`src/rtl/mem_stage_pkg.sv`:
```
// Shared constants for the memory/writeback stage: RV32I LOAD/STORE funct3
// encodings, the stage state type and the access-legality check.
package mem_stage_pkg;

  localparam logic [2:0] FUNCT3_LB  = 3'b000;
  localparam logic [2:0] FUNCT3_LH  = 3'b001;
  localparam logic [2:0] FUNCT3_LW  = 3'b010;
  localparam logic [2:0] FUNCT3_LBU = 3'b100;
  localparam logic [2:0] FUNCT3_LHU = 3'b101;
  localparam logic [2:0] FUNCT3_SB  = 3'b000;
  localparam logic [2:0] FUNCT3_SH  = 3'b001;
  localparam logic [2:0] FUNCT3_SW  = 3'b010;

  typedef enum logic {
    MEMST_IDLE = 1'b0,
    MEMST_BUSY = 1'b1
  } memst_t;

  // Width/alignment legality; unsigned widths exist only for loads.
  function automatic logic access_legal(input logic ren, input logic wen,
                                        input logic [2:0] funct3,
                                        input logic [1:0] addr_lo);
    logic ok;
    ok = 1'b0;
    if (!(ren && wen)) begin
      case (funct3)
        FUNCT3_LB:  ok = 1'b1;
        FUNCT3_LH:  ok = !addr_lo[0];
        FUNCT3_LW:  ok = (addr_lo == 2'b00);
        FUNCT3_LBU: ok = ren;
        FUNCT3_LHU: ok = ren && !addr_lo[0];
        default:    ok = 1'b0;
      endcase
    end
    return ok;
  endfunction

endpackage

```
`src/rtl/mem_stage_load_align.sv`:
```
// Load lane selection and sign/zero extension of a 32-bit bus read word.
module load_align
  import mem_stage_pkg::*;
(
  input  logic [31:0] i_rdata,
  input  logic [1:0]  i_addr,
  input  logic [2:0]  i_funct3,
  output logic [31:0] o_data
);

  logic [7:0]  w_byte;
  logic [15:0] w_half;

  always_comb begin
    w_byte = i_rdata[7:0];
    case (i_addr)
      2'd0: w_byte = i_rdata[7:0];
      2'd1: w_byte = i_rdata[15:8];
      2'd2: w_byte = i_rdata[23:16];
      2'd3: w_byte = i_rdata[31:24];
      default: w_byte = i_rdata[7:0];
    endcase
    w_half = i_addr[1] ? i_rdata[31:16] : i_rdata[15:0];

    case (i_funct3)
      FUNCT3_LB:  o_data = {{24{w_byte[7]}}, w_byte};
      FUNCT3_LBU: o_data = {24'h0, w_byte};
      FUNCT3_LH:  o_data = {{16{w_half[15]}}, w_half};
      FUNCT3_LHU: o_data = {16'h0, w_half};
      default:    o_data = i_rdata;
    endcase
  end

endmodule

```
`src/rtl/mem_stage.sv`:
```
// Memory-access/writeback stage: ALU results go straight to writeback, loads
// and stores run a req/ack bus transaction while stalling execute.
module mem_stage
  import mem_stage_pkg::*;
#(
  parameter int unsigned TIMEOUT = 255
) (
  input  logic        clk,
  input  logic        rst,
  input  logic        ex_valid,
  input  logic [4:0]  ex_reg_addr,
  input  logic [31:0] ex_reg_data,
  input  logic [31:0] ex_mem_addr,
  input  logic        ex_mem_ren,
  input  logic        ex_mem_wen,
  input  logic [2:0]  ex_funct3,
  input  logic [31:0] ex_store_data,
  output logic        stall,
  output logic        dmem_req,
  output logic        dmem_we,
  output logic [31:0] dmem_addr,
  output logic [31:0] dmem_wdata,
  output logic [3:0]  dmem_wstrb,
  input  logic [31:0] dmem_rdata,
  input  logic        dmem_ack,
  output logic        wb_en,
  output logic [4:0]  wb_addr,
  output logic [31:0] wb_data,
  output logic        err
);

  memst_t      r_state;
  logic        r_req;
  logic        r_we;
  logic [31:0] r_addr;
  logic [31:0] r_wdata;
  logic [3:0]  r_wstrb;
  logic [4:0]  r_rd;
  logic [2:0]  r_funct3;
  logic [1:0]  r_addr_lo;
  logic [31:0] r_cnt;
  logic        r_wb_en;
  logic [4:0]  r_wb_addr;
  logic [31:0] r_wb_data;
  logic        r_err;

  logic        w_legal;
  logic [31:0] w_wdata;
  logic [3:0]  w_wstrb;
  logic [31:0] w_load;

  assign w_legal = access_legal(ex_mem_ren, ex_mem_wen, ex_funct3, ex_mem_addr[1:0]);

  // Store data replicated into every lane; the strobe picks the live one.
  always_comb begin
    w_wdata = ex_store_data;
    w_wstrb = 4'b1111;
    case (ex_funct3[1:0])
      2'b00: begin
        w_wdata = {4{ex_store_data[7:0]}};
        w_wstrb = 4'b0001 << ex_mem_addr[1:0];
      end
      2'b01: begin
        w_wdata = {2{ex_store_data[15:0]}};
        w_wstrb = 4'b0011 << ex_mem_addr[1:0];
      end
      default: begin
        w_wdata = ex_store_data;
        w_wstrb = 4'b1111;
      end
    endcase
  end

  load_align u_load_align (
    .i_rdata  (dmem_rdata),
    .i_addr   (r_addr_lo),
    .i_funct3 (r_funct3),
    .o_data   (w_load)
  );

  always_ff @(posedge clk or posedge rst) begin
    if (rst) begin
      r_state   <= MEMST_IDLE;
      r_req     <= 1'b0;
      r_we      <= 1'b0;
      r_addr    <= '0;
      r_wdata   <= '0;
      r_wstrb   <= '0;
      r_rd      <= '0;
      r_funct3  <= '0;
      r_addr_lo <= '0;
      r_cnt     <= '0;
      r_wb_en   <= 1'b0;
      r_wb_addr <= '0;
      r_wb_data <= '0;
      r_err     <= 1'b0;
    end else begin
      r_wb_en <= 1'b0;
      r_err   <= 1'b0;
      case (r_state)
        MEMST_IDLE: begin
          if (ex_valid) begin
            if (!ex_mem_ren && !ex_mem_wen) begin
              r_wb_en   <= (ex_reg_addr != 5'd0);
              r_wb_addr <= ex_reg_addr;
              r_wb_data <= ex_reg_data;
            end else if (w_legal) begin
              r_state   <= MEMST_BUSY;
              r_req     <= 1'b1;
              r_we      <= ex_mem_wen;
              r_addr    <= {ex_mem_addr[31:2], 2'b00};
              r_wdata   <= ex_mem_wen ? w_wdata : '0;
              r_wstrb   <= ex_mem_wen ? w_wstrb : '0;
              r_rd      <= ex_reg_addr;
              r_funct3  <= ex_funct3;
              r_addr_lo <= ex_mem_addr[1:0];
              r_cnt     <= '0;
            end else begin
              r_err <= 1'b1;
            end
          end
        end
        MEMST_BUSY: begin
          // Ack takes priority over a timeout expiring on the same edge.
          if (dmem_ack) begin
            r_state <= MEMST_IDLE;
            r_req   <= 1'b0;
            if (!r_we) begin
              r_wb_en   <= (r_rd != 5'd0);
              r_wb_addr <= r_rd;
              r_wb_data <= w_load;
            end
          end else if (TIMEOUT != 0 && r_cnt == TIMEOUT - 1) begin
            r_state <= MEMST_IDLE;
            r_req   <= 1'b0;
            r_err   <= 1'b1;
          end else begin
            r_cnt <= r_cnt + 32'd1;
          end
        end
        default: r_state <= MEMST_IDLE;
      endcase
    end
  end

  assign stall      = (r_state == MEMST_BUSY);
  assign dmem_req   = r_req;
  assign dmem_we    = r_we;
  assign dmem_addr  = r_addr;
  assign dmem_wdata = r_wdata;
  assign dmem_wstrb = r_wstrb;
  assign wb_en      = r_wb_en;
  assign wb_addr    = r_wb_addr;
  assign wb_data    = r_wb_data;
  assign err        = r_err;

endmodule

```
`config.mk`:
```
export PLATFORM = sky130hd
export DESIGN_NAME = mem_stage
export DESIGN_NICKNAME = d
export VERILOG_FILES = /design/src/rtl/mem_stage_pkg.sv /design/src/rtl/mem_stage_load_align.sv /design/src/rtl/mem_stage.sv
export SDC_FILE = /design/constraint.sdc
export NUM_CORES = 1
export LEC_CHECK = 0
export CAP_MARGIN = 20
export CORE_MARGIN = 1.5
export CORE_UTILIZATION = 46
export DETAILED_ROUTE_END_ITERATION = 7
export GPL_TIMING_DRIVEN = 1
export PLACE_DENSITY = 0.81
export SLEW_MARGIN = 20
export SYNTH_ARGS = -nofsm -noshare
export SYNTH_HDL_FRONTEND = slang
export SYNTH_SLANG_ARGS = --single-unit
```
`constraint.sdc`:
```
create_clock -name clk -period 5.94 [get_ports clk]
set_clock_uncertainty 0.15 [all_clocks]
set_input_delay 0.594 -clock clk [delete_from_list [all_inputs] [get_ports clk]]
set_output_delay 0.594 -clock clk [all_outputs]
set_load 0.03 [all_outputs]
```
==> run_results.csv, run 1 <==
group,metric,value,unit
setup_path,path_max_fanout,46,
placed_design,hpwl,15820,um
cells_and_area,drive_gt1_frac,0.06052,
global_routing,grt.total_usage,0.2694,
floorplanning,rows,46,
sta,fmax,296.5,MHz
setup_path,worst_ep_required_time,6.10,ns
cells_and_area,multi_input_area,0.003385,mm^2
placed_design,postPlaceCellArea,0.01002,mm^2
routing,drtPass1Iterations,5,
synthesis,yosys_warnings,0,
synthesis,synth_seq_cells,150,
cells_and_area,finalCoreUtilization,0.6700,
synthesis,synthCells,842,
sta,grt_setup_unrepaired,"false",
floorplanning,initial_core_util,0.4701,
sta,hold_viol,0,
setup_path,r2r_cells,5,
placed_design,port_buffers,249,
routing,wl,22830,um
synthesis,synth_area_leader_cell,"dfrtp_1",
setup_path,r2r_start,"r_addr_lo[1]$_DFFE_PP0P_",
global_routing,grt_pass1_wl,35170,um
setup_path,slowest_delay,0.77,ns
run,cap_violations,0,
routing,drc,0,
clock_tree,clk_path_buf_depth,2,
cells_and_area,final_cell_area,0.01061,mm^2
setup_path,arrival,3.53,ns
min_path,holdPathStages,2,
cells_and_area,fillers,1273,
run_status,status,"finished, final reports clean",
clock_tree,cts-buffers-inserted,17,
floorplanning,dieArea,0.01695,mm^2
global_routing,grt_max_degree,112,
setup_path,worst_path_dominant_cell_family,"simple AND/OR/NAND/NOR gates",
floorplanning,pin_count,252,
setup_path,cp_common_cell,"nand2_1",
setup_path,slowest_stage,"clkdlybuf4s50_1",
min_path,min_to,"dmem_wdata[14]$_DFFE_PP0P_",
sta,slew_viol_final,0,
power_and_ir_drop,powerDensity,359.3,mW/mm^2
global_routing,antenna_found_initial,0,
setup_path,critPathLaunchType,"input pin",
synthesis,synth_top_flop_cell,"dfrtp_1",
sta,layout_min_cycle_time,3.373,ns
clock_tree,cts_tree,"built",
setup_path,r2r_end,"wb_data[19]$_DFFE_PP0P_",
setup_path,path_cells,"clkdlybuf4s50_1 > or3_1 > a221oi_2 > nand2_2 > buf_4 > nand2_1 > nand2_1",
synthesis,syn_area,0.007441,mm^2
power_and_ir_drop,ir_drop,0.2130,mV
synthesis,netlist_top_cells_area,"dfrtp_1 50%, nand2_1 12%, nor2_1 5.1%",
synthesis,async_flop_share,1.000,
routing,viasPerCell,5.427,
floorplanning,fp.coreArea,0.01583,mm^2
synthesis,ys_types,56,
routing,ant_nets,0,
sta,tns,0,ns
cells_and_area,layout_commonest_cell,"clkdlybuf4s50_1",
sta,setup_viol,0,
clock_tree,insertion_delay,0.42,ns
setup_path,crit_type,"in -> reg",
synthesis,synth-seq-area-share,0.5045,
global_routing,grt-ovfl-total,0,
synthesis,synth_top_area_frac,0.5045,
clock_tree,htreeDepth,4,
synthesis,synth_edf_count,0,
floorplanning,fp.dieH,130.2,um
power_and_ir_drop,leakage,4.750,nW
routing,first_iter_violations,468,
clock_tree,numClockSinks,150,
placed_design,gp_congestion,0.8414,
clock_tree,postCtsSetupRepairBufs,0,
sta,final.period_utilization,0.5679,
cells_and_area,finalNetCount,1205,
sta,maxSlewHeadroom,0.2828,
cells_and_area,mostFrequentLayoutCells,"249 x clkdlybuf4s50_1, 229 x nand2_1, 150 x dfrtp_1",
clock_tree,hold_buffers,0,
clock_tree,clk_pin_slew_worst_paths,0.06,ns
floorplanning,fp.dieW,130.2,um
synthesis,avgSynthCellArea,8.837,um^2
setup_path,end_kind,"flip-flop",
cells_and_area,diodes,0,
setup_path,rrSetupSlack,2.98,ns
cells_and_area,area_delta_synth_final,42.53,%
sta,worst_slew_pin_slew,1.076,ns
cells_and_area,seqCellArea,0.003754,mm^2
clock_tree,clock-root-buffer,"clkbuf_16",
setup_path,path_buf_inv,2,
clock_tree,post_cts_resized,0,
routing,avgRoutedWirePerCell,17.70,um
routing,vias,7001,
min_path,hold_class,"reg -> reg",
global_routing,grt_pass1_vias,6860,
min_path,worst_hold_startpoint,"dmem_wdata[14]$_DFFE_PP0P_",
Yosys cell counts, types with 10 or more instances:
cell      count
inv_1        15
buf_2        12
nor2_1      102
xor2_1       20
clkbuf_1     32
dfrtp_1     150
mux2_2       16
a221oi_1     28
nand3_1      51
nand2_1     230
mux2i_1      20
o21ai_0      35
a21oi_1      10
worst reg2reg max path: cells and delay by family (launching register included):
family / cells / cell delay, ns
compound gates: 2 / 0.27
flops: 1 / 0.90
mux: 1 / 0.63
simple gates: 2 / 0.83
cell type report:
cell class,count,area share
Multi-Input combinational cell,620,0.3191
Inverter,16,0.006371
Clock inverter,11,0.01168
Sequential cell,150,0.3539
Timing Repair Buffer,256,0.2400
Clock buffer,21,0.04342
Tap cell,216,0.02548
power breakdown:
| part | internal (W) | switching (W) | total, W | leakage (nW) |
|---|---|---|---|---|
| sequential | 0.00123 | 0.000170 | 0.00140 | 1.91 |
| combinational | 0.000571 | 0.000764 | 0.00134 | 2.56 |
| clock | 0.000642 | 0.000434 | 0.00108 | 0.280 |
| total | 0.00244 | 0.00137 | 0.00381 | 4.75 |
routing by layer:
metal / part of all wire / up-vias / global-route usage
met5: 0 / - / 0
met4: 0.025 / 0 / 0.1033
met3: 0.11 / 34 / 0.1021
met2: 0.48 / 320 / 0.4536
met1: 0.38 / 3323 / 0.3116
li1: - / 3324 / -
kinds of logic after synthesis:
| family | Yosys count | share of synthesized area |
|---|---|---|
| AO/OA/AOI/OAI | 125 | 0.1187 |
| XOR/XNOR | 23 | 0.02707 |
| adder cells (fa/ha/maj) | 2 | 0.003363 |
| buffers and inverters | 73 | 0.04338 |
| flip-flops | 150 | 0.5045 |
| multiplexers | 37 | 0.05414 |
| other | 1 | 0.0005040 |
| AND/OR/NAND/NOR | 431 | 0.2484 |
state kept, by name, summed over array words and instances (netlist names), 3 cells and up:
name        cells
dmem_addr      30
wb_data        32
r_cnt          32
wb_addr         5
dmem_wdata     32
r_rd            5
dmem_wstrb      4
r_funct3        3
how the worst max path moves through the flow:
stage,startpoint,end,slack [ns],cells past startpoint
2_1_floorplan,rst,dmem_addr[10]$_DFFE_PP0P_,1.16,1
3_3_place_gp,ex_funct3[0],dmem_addr[27]$_DFFE_PP0P_,2.25,7
3_5_place_dp,ex_funct3[0],dmem_addr[17]$_DFFE_PP0P_,2.15,7
4_1_cts,ex_funct3[0],dmem_wdata[24]$_DFFE_PP0P_,2.59,7
5_1_grt,ex_funct3[0],dmem_wdata[24]$_DFFE_PP0P_,2.30,7
6_report,ex_funct3[0],dmem_wdata[24]$_DFFE_PP0P_,2.57,7
through the flow:
| stage | power [W] | hold WS [ns] | instances | worst slack (ns) |
|---|---|---|---|---|
| 6_report | 0.003810 | 0.3240 | 1290 | 2.567 |
| 3_5_place_dp | 0.002749 | 0.3078 | 1258 | 2.151 |
| 4_1_cts | 0.003833 | 0.3226 | 1290 | 2.595 |
| 2_1_floorplan | 0.002141 | 0.3088 | 843 | 1.160 |
| 5_1_grt | 0.003999 | 0.3474 | 1290 | 2.302 |
| 3_3_place_gp | 0.002727 | 0.2982 | 1258 | 2.249 |
Power figures use the tool's default switching activity.
==> inputs of run 2 (changes only) <==
==> constraint.sdc (replaced) <==
create_clock -name clk -period 3.3 [get_ports clk]
set_clock_uncertainty 0.15 [all_clocks]
set_input_delay 0.33 -clock clk [delete_from_list [all_inputs] [get_ports clk]]
set_output_delay 0.33 -clock clk [all_outputs]
set_load 0.03 [all_outputs]
==> run 2 against run 1 <==
Sequential cell count did not move; largest cell class unchanged; worst hold slack got worse by 0.047 ns; critical path depth fell by 3; highest routed layer unchanged; cell count rose by 0.47%; setup slack got worse by 1.8 ns; final area rose by 1.0%; global-route usage rose by 0.65 points; combinational power rose by 84%; first-iteration DRC count fell by 4.5%; via count barely moved; total power rose by 82%; die area did not move.
==> run_results.csv, run 2 (synthesized netlist as in run 1, its figures left out) <==
group,metric,value,unit
run_status,status,"finished, final reports clean",
placed_design,port_buffers,249,
floorplanning,fp.dieW,130.2,um
sta,whs,0.2765,ns
setup_path,r2r_end,"wb_data[9]$_DFFE_PP0P_",
routing,routed.top_layer,"met4",
sta,fmax,402.2,MHz
setup_path,crit_type,"reg -> reg",
sta,slew_viol_final,0,
setup_path,path_buf_inv,1,
min_path,holdPathStages,3,
floorplanning,initial_core_util,0.4701,
placed_design,gp_congestion,0.8333,
clock_tree,cts-buffers-inserted,17,
setup_path,path_max_fanout,38,
routing,ant_nets,0,
clock_tree,clock-root-buffer,"clkbuf_16",
min_path,hold_class,"in -> reg",
sta,hold_viol,0,
sta,layout_min_cycle_time,2.486,ns
cells_and_area,finalCoreUtilization,0.6771,
clock_tree,htreeDepth,4,
routing,drt-met1-wl,8776,um
clock_tree,clk_pin_slew_worst_paths,0.06,ns
routing,avgRoutedWirePerCell,17.79,um
cells_and_area,layout_commonest_cell,"clkdlybuf4s50_1",
power_and_ir_drop,p_int,0.004463,W
setup_path,rrSetupSlack,0.81,ns
sta,worst_slew_pin_slew,0.8877,ns
global_routing,antenna_found_initial,0,
cells_and_area,diodes,0,
clock_tree,insertion_delay,0.43,ns
setup_path,slowest_stage,"a21oi_1",
sta,tns,0,ns
setup_path,worst_path_dominant_cell_family,"compound AO/OA/AOI/OAI gates",
setup_path,r2r_start,"stall$_DFF_PP0_",
setup_path,end_kind,"flip-flop",
power_and_ir_drop,p_sw,0.002478,W
setup_path,arrival,2.60,ns
clock_tree,postCtsSetupRepairBufs,0,
setup_path,cp-startpoint,"stall$_DFF_PP0_",
floorplanning,fp.coreArea,0.01583,mm^2
min_path,worst_hold_startpoint,"ex_mem_addr[25]",
global_routing,grt.total_usage,0.2759,
clock_tree,numClockSinks,150,
cells_and_area,drive_gt1_frac,0.06667,
routing,wl,23060,um
sta,grt_setup_unrepaired,"false",
cells_and_area,fillers,1281,
routing,viasPerCell,5.403,
placed_design,hpwl,16240,um
global_routing,grt_pass1_vias,6833,
setup_path,r2r_cells,4,
routing,first_iter_violations,447,
power_and_ir_drop,seqPwrFrac,0.357,
sta,maxSlewHeadroom,0.4082,
routing,drtPass1Iterations,6,
floorplanning,fp.dieH,130.2,um
setup_path,slowest_delay,0.62,ns
power_and_ir_drop,leakage,4.788,nW
sta,final.period_utilization,0.7534,
setup_path,worst_ep_required_time,3.41,ns
power_and_ir_drop,switching_share,0.3570,
floorplanning,rows,46,
sta,setup_viol,0,
routing,met3_length,2422,um
global_routing,grt_pass1_wl,35670,um
floorplanning,dieArea,0.01695,mm^2
min_path,min_to,"dmem_addr[25]$_DFFE_PP0P_",
power_and_ir_drop,pwr-share-comb,0.356,
global_routing,grt_max_degree,151,
clock_tree,hold_buffers,0,
clock_tree,clk_path_buf_depth,2,
global_routing,grt-ovfl-total,0,
floorplanning,pin_count,252,
routing,route.met2.wl,11260,um
cells_and_area,area_delta_synth_final,44.02,%
power_and_ir_drop,ir_drop,0.3705,mV
cells_and_area,finalNetCount,1212,
routing,drc,0,
run,cap_violations,0,
clock_tree,cts_tree,"built",
cells_and_area,mostFrequentLayoutCells,"249 x clkdlybuf4s50_1, 229 x nand2_1, 150 x dfrtp_1",
setup_path,critPathLaunchType,"flip-flop",
clock_tree,post_cts_resized,0,
power_and_ir_drop,clock_power_share,0.286,
routing,vias,7002,
setup_path,path_cells,"buf_4 > nand3b_1 > a21oi_1 > a221oi_1",
power_and_ir_drop,powerDensity,647.8,mW/mm^2
[run 2: power by group through the flow]
stage               registers (W)  logic (W)  clock network [W]
floorplan                 0.00312   0.000734                  0
global placement          0.00249    0.00244                  0
detailed placement        0.00250    0.00248                  0
CTS                       0.00248    0.00249            0.00201
global route              0.00253    0.00265            0.00209
finish                    0.00248    0.00247            0.00199
[run 2: worst reg2reg max path, cell delays in order (launching register included)]
cell and delay [ns]:
dfrtp_1 0.56, buf_4 0.47, nand3b_1 0.30, a21oi_1 0.62, a221oi_1 0.22
[run 2: routing by layer]
layer  global-route usage  vias up
met3              0.09061       41
met4               0.1105        0
met1               0.3256     3301
li1                     -     3337
met5                    0        -
met2               0.4653      323
[run 2: worst max-delay path by stage]
stage                                            to  slack, ns  depth (start not counted)
final                        wb_data[9]$_DFFE_PP0P_       0.81                          4
after global routing        wb_data[11]$_DFFE_PP0P_       0.60                          4
after floorplan           dmem_addr[10]$_DFFE_PP0P_       0.93                          1
after CTS                    wb_data[9]$_DFFE_PP0P_       0.75                          4
after global placement         r_cnt[4]$_DFFE_PP0P_       0.51                          7
after detailed placement       r_cnt[5]$_DFFE_PP0P_       0.46                          7
[run 2: final cells by class]
type                            count  area [um^2]  share of cell area
Clock buffer                       19        442.9             0.04133
Clock inverter                     12        153.9             0.01436
Inverter                           16        63.81            0.005954
Multi-Input combinational cell    620         3385              0.3158
Sequential cell                   150         3754              0.3503
Tap cell                          216        270.3             0.02522
Timing Repair Buffer              263         2648              0.2471
[run 2: through the flow]
| stage | worst slack (ns) | instances | total power [W] | instance area [um^2] |
|---|---|---|---|---|
| finish | 0.8137 | 1296 | 0.006942 | 10720 |
| global route | 0.5990 | 1296 | 0.007270 | 10720 |
| CTS | 0.7502 | 1296 | 0.006979 | 10720 |
| detailed placement | 0.4646 | 1265 | 0.004979 | 10120 |
| global placement | 0.5081 | 1265 | 0.004939 | 10120 |
| floorplan | 0.9310 | 843 | 0.003854 | 7448 |
